--- src/rtl/ex_hazard_ctrl_if.sv ---
// Hazard-controller bundle: ID-stage hazard fields and pipeline controls in,
// stall/flush/forward controls and performance counters out.
interface ex_hazard_ctrl_if;
    logic        i_id_valid;
    logic [4:0]  i_id_rs1;
    logic [4:0]  i_id_rs2;
    logic        i_id_rs1_used;
    logic        i_id_rs2_used;
    logic [4:0]  i_id_rd;
    logic        i_id_rd_wren;
    logic        i_id_is_load;
    logic        i_ex_br_taken;
    logic        i_mem_ready;
    logic        o_pc_en;
    logic        o_if_id_en;
    logic        o_if_id_flush;
    logic        o_id_ex_flush;
    logic [1:0]  o_fwd_a_sel;
    logic [1:0]  o_fwd_b_sel;
    logic [15:0] o_stall_cnt;
    logic [15:0] o_flush_cnt;

    modport master (
        output i_id_valid, i_id_rs1, i_id_rs2, i_id_rs1_used, i_id_rs2_used,
               i_id_rd, i_id_rd_wren, i_id_is_load, i_ex_br_taken, i_mem_ready,
        input  o_pc_en, o_if_id_en, o_if_id_flush, o_id_ex_flush,
               o_fwd_a_sel, o_fwd_b_sel, o_stall_cnt, o_flush_cnt
    );

    modport slave (
        input  i_id_valid, i_id_rs1, i_id_rs2, i_id_rs1_used, i_id_rs2_used,
               i_id_rd, i_id_rd_wren, i_id_is_load, i_ex_br_taken, i_mem_ready,
        output o_pc_en, o_if_id_en, o_if_id_flush, o_id_ex_flush,
               o_fwd_a_sel, o_fwd_b_sel, o_stall_cnt, o_flush_cnt
    );
endinterface

--- src/rtl/ex_hazard_ctrl.sv ---
// Hazard controller for the five-stage RV32I core: shadows EX/MEM/WB register
// fields, selects EX operand forwarding, and drives stall/flush controls.
module ex_hazard_ctrl (
    input  logic            i_clk,
    input  logic            i_rst_n,
    ex_hazard_ctrl_if.slave hz
);

    typedef enum logic [1:0] {ST_RUN, ST_LDSTALL, ST_FLUSH, ST_FREEZE} pipe_state_e;

    pipe_state_e state;

    logic        vld_p0, vld_p1, vld_p2;
    logic [4:0]  rd_p0, rd_p1, rd_p2;
    logic        wren_p0, wren_p1, wren_p2;
    logic        load_p0, load_p1;
    logic [4:0]  rs1_p0, rs2_p0;
    logic        rs1_used_p0, rs2_used_p0;

    logic        load_use;
    logic        br_flush;
    logic        pc_en, if_id_en, if_id_flush, id_ex_flush;
    logic [1:0]  fwd_a_sel, fwd_b_sel;
    logic [15:0] stall_cnt, flush_cnt;

    function automatic logic [15:0] sat_inc(input logic [15:0] v);
        return (v == 16'hFFFF) ? v : v + 16'd1;
    endfunction

    // A load sitting in MEM has no data yet, so callers pass mem_ok=0 for it.
    function automatic logic [1:0] fwd_sel(input logic       rs_used,
                                           input logic [4:0] rs,
                                           input logic       mem_ok,
                                           input logic [4:0] mem_rd,
                                           input logic       wb_ok,
                                           input logic [4:0] wb_rd);
        logic [1:0] sel;
        sel = 2'b00;
        if (rs_used && (rs != 5'd0)) begin
            if (mem_ok && (mem_rd == rs))
                sel = 2'b01;
            else if (wb_ok && (wb_rd == rs))
                sel = 2'b10;
        end
        return sel;
    endfunction

    // Pipeline state is re-derived every cycle from shadow state and inputs.
    always_comb begin
        load_use = vld_p0 && load_p0 && wren_p0 && (rd_p0 != 5'd0) && hz.i_id_valid &&
                   ((hz.i_id_rs1_used && (hz.i_id_rs1 == rd_p0)) ||
                    (hz.i_id_rs2_used && (hz.i_id_rs2 == rd_p0)));
        br_flush = hz.i_ex_br_taken && vld_p0;

        if (!hz.i_mem_ready)
            state = ST_FREEZE;
        else if (br_flush)
            state = ST_FLUSH;
        else if (load_use)
            state = ST_LDSTALL;
        else
            state = ST_RUN;
    end

    always_comb begin
        pc_en       = 1'b1;
        if_id_en    = 1'b1;
        if_id_flush = 1'b0;
        id_ex_flush = 1'b0;
        case (state)
            ST_FREEZE: begin
                pc_en    = 1'b0;
                if_id_en = 1'b0;
            end
            ST_FLUSH: begin
                if_id_flush = 1'b1;
                id_ex_flush = 1'b1;
            end
            ST_LDSTALL: begin
                pc_en       = 1'b0;
                if_id_en    = 1'b0;
                id_ex_flush = 1'b1;
            end
            default: ;
        endcase

        fwd_a_sel = fwd_sel(vld_p0 && rs1_used_p0, rs1_p0,
                            vld_p1 && wren_p1 && !load_p1, rd_p1,
                            vld_p2 && wren_p2, rd_p2);
        fwd_b_sel = fwd_sel(vld_p0 && rs2_used_p0, rs2_p0,
                            vld_p1 && wren_p1 && !load_p1, rd_p1,
                            vld_p2 && wren_p2, rd_p2);
    end

    // Control: shadow valids and performance counters.
    always_ff @(posedge i_clk or negedge i_rst_n) begin
        if (!i_rst_n) begin
            vld_p0    <= 1'b0;
            vld_p1    <= 1'b0;
            vld_p2    <= 1'b0;
            stall_cnt <= 16'd0;
            flush_cnt <= 16'd0;
        end else begin
            if ((state == ST_LDSTALL) || (state == ST_FREEZE))
                stall_cnt <= sat_inc(stall_cnt);
            if (state == ST_FLUSH)
                flush_cnt <= sat_inc(flush_cnt);
            if (hz.i_mem_ready) begin
                vld_p2 <= vld_p1;
                vld_p1 <= vld_p0;
                vld_p0 <= hz.i_id_valid && !id_ex_flush;
            end
        end
    end

    // Stage boundaries ID->EX (_p0), EX->MEM (_p1), MEM->WB (_p2); fields are
    // only meaningful while the matching valid is set.
    always_ff @(posedge i_clk) begin
        if (hz.i_mem_ready) begin
            rd_p2       <= rd_p1;
            wren_p2     <= wren_p1;
            rd_p1       <= rd_p0;
            wren_p1     <= wren_p0;
            load_p1     <= load_p0;
            rd_p0       <= hz.i_id_rd;
            wren_p0     <= hz.i_id_rd_wren;
            load_p0     <= hz.i_id_is_load;
            rs1_p0      <= hz.i_id_rs1;
            rs2_p0      <= hz.i_id_rs2;
            rs1_used_p0 <= hz.i_id_rs1_used;
            rs2_used_p0 <= hz.i_id_rs2_used;
        end
    end

    assign hz.o_pc_en       = pc_en;
    assign hz.o_if_id_en    = if_id_en;
    assign hz.o_if_id_flush = if_id_flush;
    assign hz.o_id_ex_flush = id_ex_flush;
    assign hz.o_fwd_a_sel   = fwd_a_sel;
    assign hz.o_fwd_b_sel   = fwd_b_sel;
    assign hz.o_stall_cnt   = stall_cnt;
    assign hz.o_flush_cnt   = flush_cnt;

endmodule

--- src/flat_wrapper.sv ---
// flat-port wrapper written by rule: the top's interface ports become plain ports
module ex_hazard_ctrl_flat 
  (i_clk, i_rst_n, hz_i_id_valid, hz_i_id_rs1, hz_i_id_rs2, hz_i_id_rs1_used, hz_i_id_rs2_used, hz_i_id_rd, hz_i_id_rd_wren, hz_i_id_is_load, hz_i_ex_br_taken, hz_i_mem_ready, hz_o_pc_en, hz_o_if_id_en, hz_o_if_id_flush, hz_o_id_ex_flush, hz_o_fwd_a_sel, hz_o_fwd_b_sel, hz_o_stall_cnt, hz_o_flush_cnt);
  ex_hazard_ctrl_if hz_i ();
  input  logic i_clk;
  input  logic i_rst_n;
  input wire logic [$bits(hz_i.i_id_valid)-1:0] hz_i_id_valid;
  input wire logic [$bits(hz_i.i_id_rs1)-1:0] hz_i_id_rs1;
  input wire logic [$bits(hz_i.i_id_rs2)-1:0] hz_i_id_rs2;
  input wire logic [$bits(hz_i.i_id_rs1_used)-1:0] hz_i_id_rs1_used;
  input wire logic [$bits(hz_i.i_id_rs2_used)-1:0] hz_i_id_rs2_used;
  input wire logic [$bits(hz_i.i_id_rd)-1:0] hz_i_id_rd;
  input wire logic [$bits(hz_i.i_id_rd_wren)-1:0] hz_i_id_rd_wren;
  input wire logic [$bits(hz_i.i_id_is_load)-1:0] hz_i_id_is_load;
  input wire logic [$bits(hz_i.i_ex_br_taken)-1:0] hz_i_ex_br_taken;
  input wire logic [$bits(hz_i.i_mem_ready)-1:0] hz_i_mem_ready;
  output wire logic [$bits(hz_i.o_pc_en)-1:0] hz_o_pc_en;
  output wire logic [$bits(hz_i.o_if_id_en)-1:0] hz_o_if_id_en;
  output wire logic [$bits(hz_i.o_if_id_flush)-1:0] hz_o_if_id_flush;
  output wire logic [$bits(hz_i.o_id_ex_flush)-1:0] hz_o_id_ex_flush;
  output wire logic [$bits(hz_i.o_fwd_a_sel)-1:0] hz_o_fwd_a_sel;
  output wire logic [$bits(hz_i.o_fwd_b_sel)-1:0] hz_o_fwd_b_sel;
  output wire logic [$bits(hz_i.o_stall_cnt)-1:0] hz_o_stall_cnt;
  output wire logic [$bits(hz_i.o_flush_cnt)-1:0] hz_o_flush_cnt;
  assign hz_i.i_id_valid = hz_i_id_valid;
  assign hz_i.i_id_rs1 = hz_i_id_rs1;
  assign hz_i.i_id_rs2 = hz_i_id_rs2;
  assign hz_i.i_id_rs1_used = hz_i_id_rs1_used;
  assign hz_i.i_id_rs2_used = hz_i_id_rs2_used;
  assign hz_i.i_id_rd = hz_i_id_rd;
  assign hz_i.i_id_rd_wren = hz_i_id_rd_wren;
  assign hz_i.i_id_is_load = hz_i_id_is_load;
  assign hz_i.i_ex_br_taken = hz_i_ex_br_taken;
  assign hz_i.i_mem_ready = hz_i_mem_ready;
  assign hz_o_pc_en = hz_i.o_pc_en;
  assign hz_o_if_id_en = hz_i.o_if_id_en;
  assign hz_o_if_id_flush = hz_i.o_if_id_flush;
  assign hz_o_id_ex_flush = hz_i.o_id_ex_flush;
  assign hz_o_fwd_a_sel = hz_i.o_fwd_a_sel;
  assign hz_o_fwd_b_sel = hz_i.o_fwd_b_sel;
  assign hz_o_stall_cnt = hz_i.o_stall_cnt;
  assign hz_o_flush_cnt = hz_i.o_flush_cnt;
  ex_hazard_ctrl u_core (.i_clk(i_clk), .i_rst_n(i_rst_n), .hz(hz_i));
endmodule
--- config.mk ---
export PLATFORM = sky130hd
export DESIGN_NAME = ex_hazard_ctrl_flat
export DESIGN_NICKNAME = d
export VERILOG_FILES = /design/src/rtl/ex_hazard_ctrl_if.sv /design/src/rtl/ex_hazard_ctrl.sv /design/src/flat_wrapper.sv
export SDC_FILE = /design/constraint.sdc
export NUM_CORES = 1
export LEC_CHECK = 0
export ABC_CLOCK_PERIOD_IN_PS = 5930
export CAP_MARGIN = 30
export CELL_PAD_IN_SITES_DETAIL_PLACEMENT = 0
export CELL_PAD_IN_SITES_GLOBAL_PLACEMENT = 2
export CORE_ASPECT_RATIO = 1.5
export CORE_MARGIN = 1
export CORE_UTILIZATION = 36
export CTS_CLUSTER_DIAMETER = 50
export CTS_CLUSTER_SIZE = 28
export DETAILED_ROUTE_END_ITERATION = 16
export MAX_ROUTING_LAYER = met4
export PLACE_DENSITY_LB_ADDON = 0.1
export RECOVER_POWER = 100
export SLEW_MARGIN = 20
export SYNTH_ARGS = -nofsm -noshare
export SYNTH_HDL_FRONTEND = slang
export SYNTH_SLANG_ARGS = --single-unit
--- constraint.sdc ---
create_clock -name i_clk -period 5.93 [get_ports i_clk]
set_input_delay 0.593 -clock i_clk [delete_from_list [all_inputs] [get_ports i_clk]]
set_output_delay 0.593 -clock i_clk [all_outputs]
set_load 0.02 [all_outputs]
==> impl_metrics.json <==
{
  "insertedDiodeCount": 0,
  "post-route-min-period_ps": 4540,
  "drv_cap": 1,
  "worst-path-max-fanout": 7,
  "max_slew.worst_pin.slew_ps": 1900,
  "clock_sink_count": 67,
  "crit_path_start": "hz_i_id_rs1[3]",
  "syn_to_final_growth_pct": 33.1,
  "switching_power_summed_over_all_nets_uw": 407,
  "cts-buffers-inserted": 9,
  "failed_checks": "capacitance limit, slew limit",
  "drv_slew": 36,
  "grt_overflow_total": 0,
  "post_synthesis_cell_area_sq_mm": 0.00307,
  "gr-usage-all-layers_pct": 17.2,
  "setup-tns-final_ps": 0,
  "ios": 64,
  "ir_drop_mv": 0.232,
  "tritoncts_clock_tree": "done",
  "grt_busiest_layer": "met2",
  "core_sq_mm": 0.00816,
  "grt_first_pass_wirelength_mm": 10.9,
  "hold_start": "u_core.load_p0$_DFFE_PP_",
  "most_common_cell_after_layout_fill_and_taps_aside": "dlygate4sd3_1",
  "achievable-frequency_mhz": 220,
  "switching_share_pct": 27.6,
  "vias_per_cell": 4.83,
  "critical_path_arrival_ps": 3950,
  "finalClockSkew_ps": 5.49,
  "power_density_mw_per_mm2": 361,
  "worstSetupPathType": "in2out",
  "syn-mean-instance-area_sq_um": 12.6,
  "setup_viol_count_final": 0,
  "antenna_found_initial": 0,
  "detailed_place_hpwl_mm": 4.98,
  "routed_wire_length_per_instance_um": 16.0,
  "finalNetCount": 343,
  "ant_nets": 0,
  "holdCritPathClass": "reg2reg",
  "timing.critical_path.required_ps": 5340,
  "layout.core_utilization_pct": 50.1,
  "fp.dieW_um": 77.4,
  "cellInternalPower_mw": 1.07,
  "place.gp.congestion": 0.809,
  "post_cts_setup_buffer_count": 0,
  "total_count_of_hold_check_failures_in_the_final_report": 0,
  "global_route.usage.met2_pct": 29.9,
  "route.detailed.drc": 0,
  "first_iter_violations": 86,
  "clock_power_share_pct": 36.8,
  "yosys_register_bits": 67,
  "globalRouteMet1Util_pct": 18.8,
  "layout_common_cells": "dlygate4sd3_1 (60), dfrtp_1 (35), edfxtp_1 (32), xor2_1 (29), xnor2_1 (28)",
  "p_leak_nw": 1.68,
  "share_seq_of_total_power_pct": 43.5,
  "register_area_sq_mm": 0.00184,
  "placement.io_buffers": 63,
  "rsz0062_at_grt": "no",
  "floorplan.rows": 40,
  "layout-drive-gt1-share_pct": 7.17,
  "setup.worst_path.start_class": "primary input",
  "dieHeight_um": 115,
  "syn_nets": 271,
  "holdWs_ps": 453,
  "area_of_combinational_cells_with_multiple_inputs_sq_mm": 0.00115,
  "initial_core_util_pct": 37.6,
  "clock_tree.root_cell": "clkbuf_16",
  "synth.yosys.warnings": 0,
  "layout.filler_cells": 748,
  "post_cts_gate_resize_count": 0,
  "clkSlewWorstSetupHoldPaths_ps": 50,
  "synth_cells": 244,
  "num_vias": 2058,
  "clkLatencyLatePin_ps": 320,
  "yosysSeqAreaShare_pct": 59.8,
  "synthDistinctLibCells": 38,
  "post_cts_hold_fix_bufs": 0,
  "slew_headroom_pct": -26.6,
  "global_route.usage.met3_pct": 3.65,
  "startpoint_of_the_worst_register_to_register_path": "u_core.rd_p0[3]$_DFFE_PP_",
  "grt_pass1_vias": 2138,
  "run_status": "finished, violations left",
  "worstSetupEndpointType": "output port",
  "final.period_utilization_pct": 76.5,
  "route.final.wire_length_mm": 6.81,
  "die_ar_sq_mm": 0.00891,
  "cts-htree-levels": 3,
  "clock_path_buffers": 2,
  "first_pass_iters": 4,
  "comb_power_share_pct": 19.7,
  "largest_net_degree_at_the_start_of_global_routing": 40
}
-- state kept, by name (all words and copies together), names as in the netlist --
signal	cells
u_core.load_p0	1
u_core.vld_p2	1
u_core.rd_p0	5
u_core.rd_p2	5
u_core.vld_p0	1
u_core.wren_p0	1
u_core.load_p1	1
u_core.rs2_p0	5
u_core.vld_p1	1
u_core.wren_p2	1
u_core.rd_p1	5
u_core.wren_p1	1
u_core.rs2_used_p0	1
u_core.rs1_p0	5
u_core.rs1_used_p0	1
u_core.hz.o_stall_cnt	16
u_core.hz.o_flush_cnt	16
-- synth_stat cells, drive strengths merged --
library cell   n  area share (%)
nor4           4            0.82
and3           6             1.3
a21oi          4            0.65
ha             3             1.2
inv            5            0.61
a32oi          1            0.29
nand2b         1            0.20
buf            3            0.98
mux2           4             1.5
o211ai         2            0.49
nor4b          2            0.57
o21ai          3            0.49
nand3b         1            0.24
o41ai          1            0.90
and2           2            0.41
nor2          17             2.3
nand4          7             1.9
a41oi          1            0.29
nand3         19             3.1
edfxtp        32              31
xor2          29             8.3
or3            1            0.20
o31a           1            0.33
nor3           5            0.82
nand2         20             2.4
a31o           1            0.29
clkbuf         1            0.16
or4            3            0.73
dfrtp         35              29
xnor2         28             8.0
and4           2            0.65
-- final timing paths --
kind                            cells after the start  slack (ps)                                   end
min in group asynchronous                           1         790  u_core.hz.o_flush_cnt[8]$_DFFE_PN0P_
worst max register to register                     10        2520  u_core.hz.o_flush_cnt[8]$_DFFE_PN0P_
worst min-delay path                                0         450              u_core.load_p1$_DFFE_PP_
max in group asynchronous                           1        4040  u_core.hz.o_stall_cnt[3]$_DFFE_PN0P_
worst min register to register                      0         450              u_core.load_p1$_DFFE_PP_
worst max-delay path                                9        1390                      hz_o_id_ex_flush
-- cells by family (layout without fill, tap and decap cells) --
family	count (synthesis)	count (layout)	synth area share (%)
AOI/OAI and AO/OA	14	14	3.71
buffers and inverters	9	86	1.75
adders and majority gates	3	3	1.22
and+or+nand+nor	90	90	15.7
DFF	67	67	59.8
xor gates and xnor gates	57	57	16.3
muxes	4	4	1.47
-- power groups by stage --
stage	Clock, mW	Combinational [mW]	Sequential, mW
after floorplan	0	0.110	0.693
after global placement	0	0.318	0.653
after detailed placement	0	0.316	0.651
after CTS	0.557	0.318	0.645
after global routing	0.579	0.318	0.656
final	0.542	0.291	0.641
-- worst max-delay path, stage by stage --
cell	delay, ps
dlygate4sd3_1	570
xor2_1	150
nor4_1	400
a32oi_1	200
o21ai_0	720
inv_1	210
ha_1	380
inv_1	60
dlygate4sd3_1	660
-- stage by stage --
step / std cells / area [sq um] / power [mW] / worst slack [ps]
5_1_grt: 426 / 4080 / 1.55 / 1050
4_1_cts: 426 / 4110 / 1.52 / 1780
2_1_floorplan: 244 / 3070 / 0.803 / 3080
6_report: 426 / 4080 / 1.47 / 1390
3_5_place_dp: 410 / 3810 / 0.967 / 1820
3_3_place_gp: 410 / 3810 / 0.970 / 1940
-- cell type report --
type / instances / area share [%]
repair buffers: 65 / 15.7
clock inverters: 3 / 1.56
well taps: 105 / 3.22
multi-input cells: 168 / 28.2
inverters: 5 / 0.460
flip-flops and latches: 67 / 45.0
clock buffers: 13 / 5.88
-- routing by layer --
metal	routed length, um	part of all wire [%]
met1	2770	41
met2	3730	55
met3	190	2.8
met4	121	1.8
met5	0	0
Note: power is estimated with default switching activity, not from simulation.
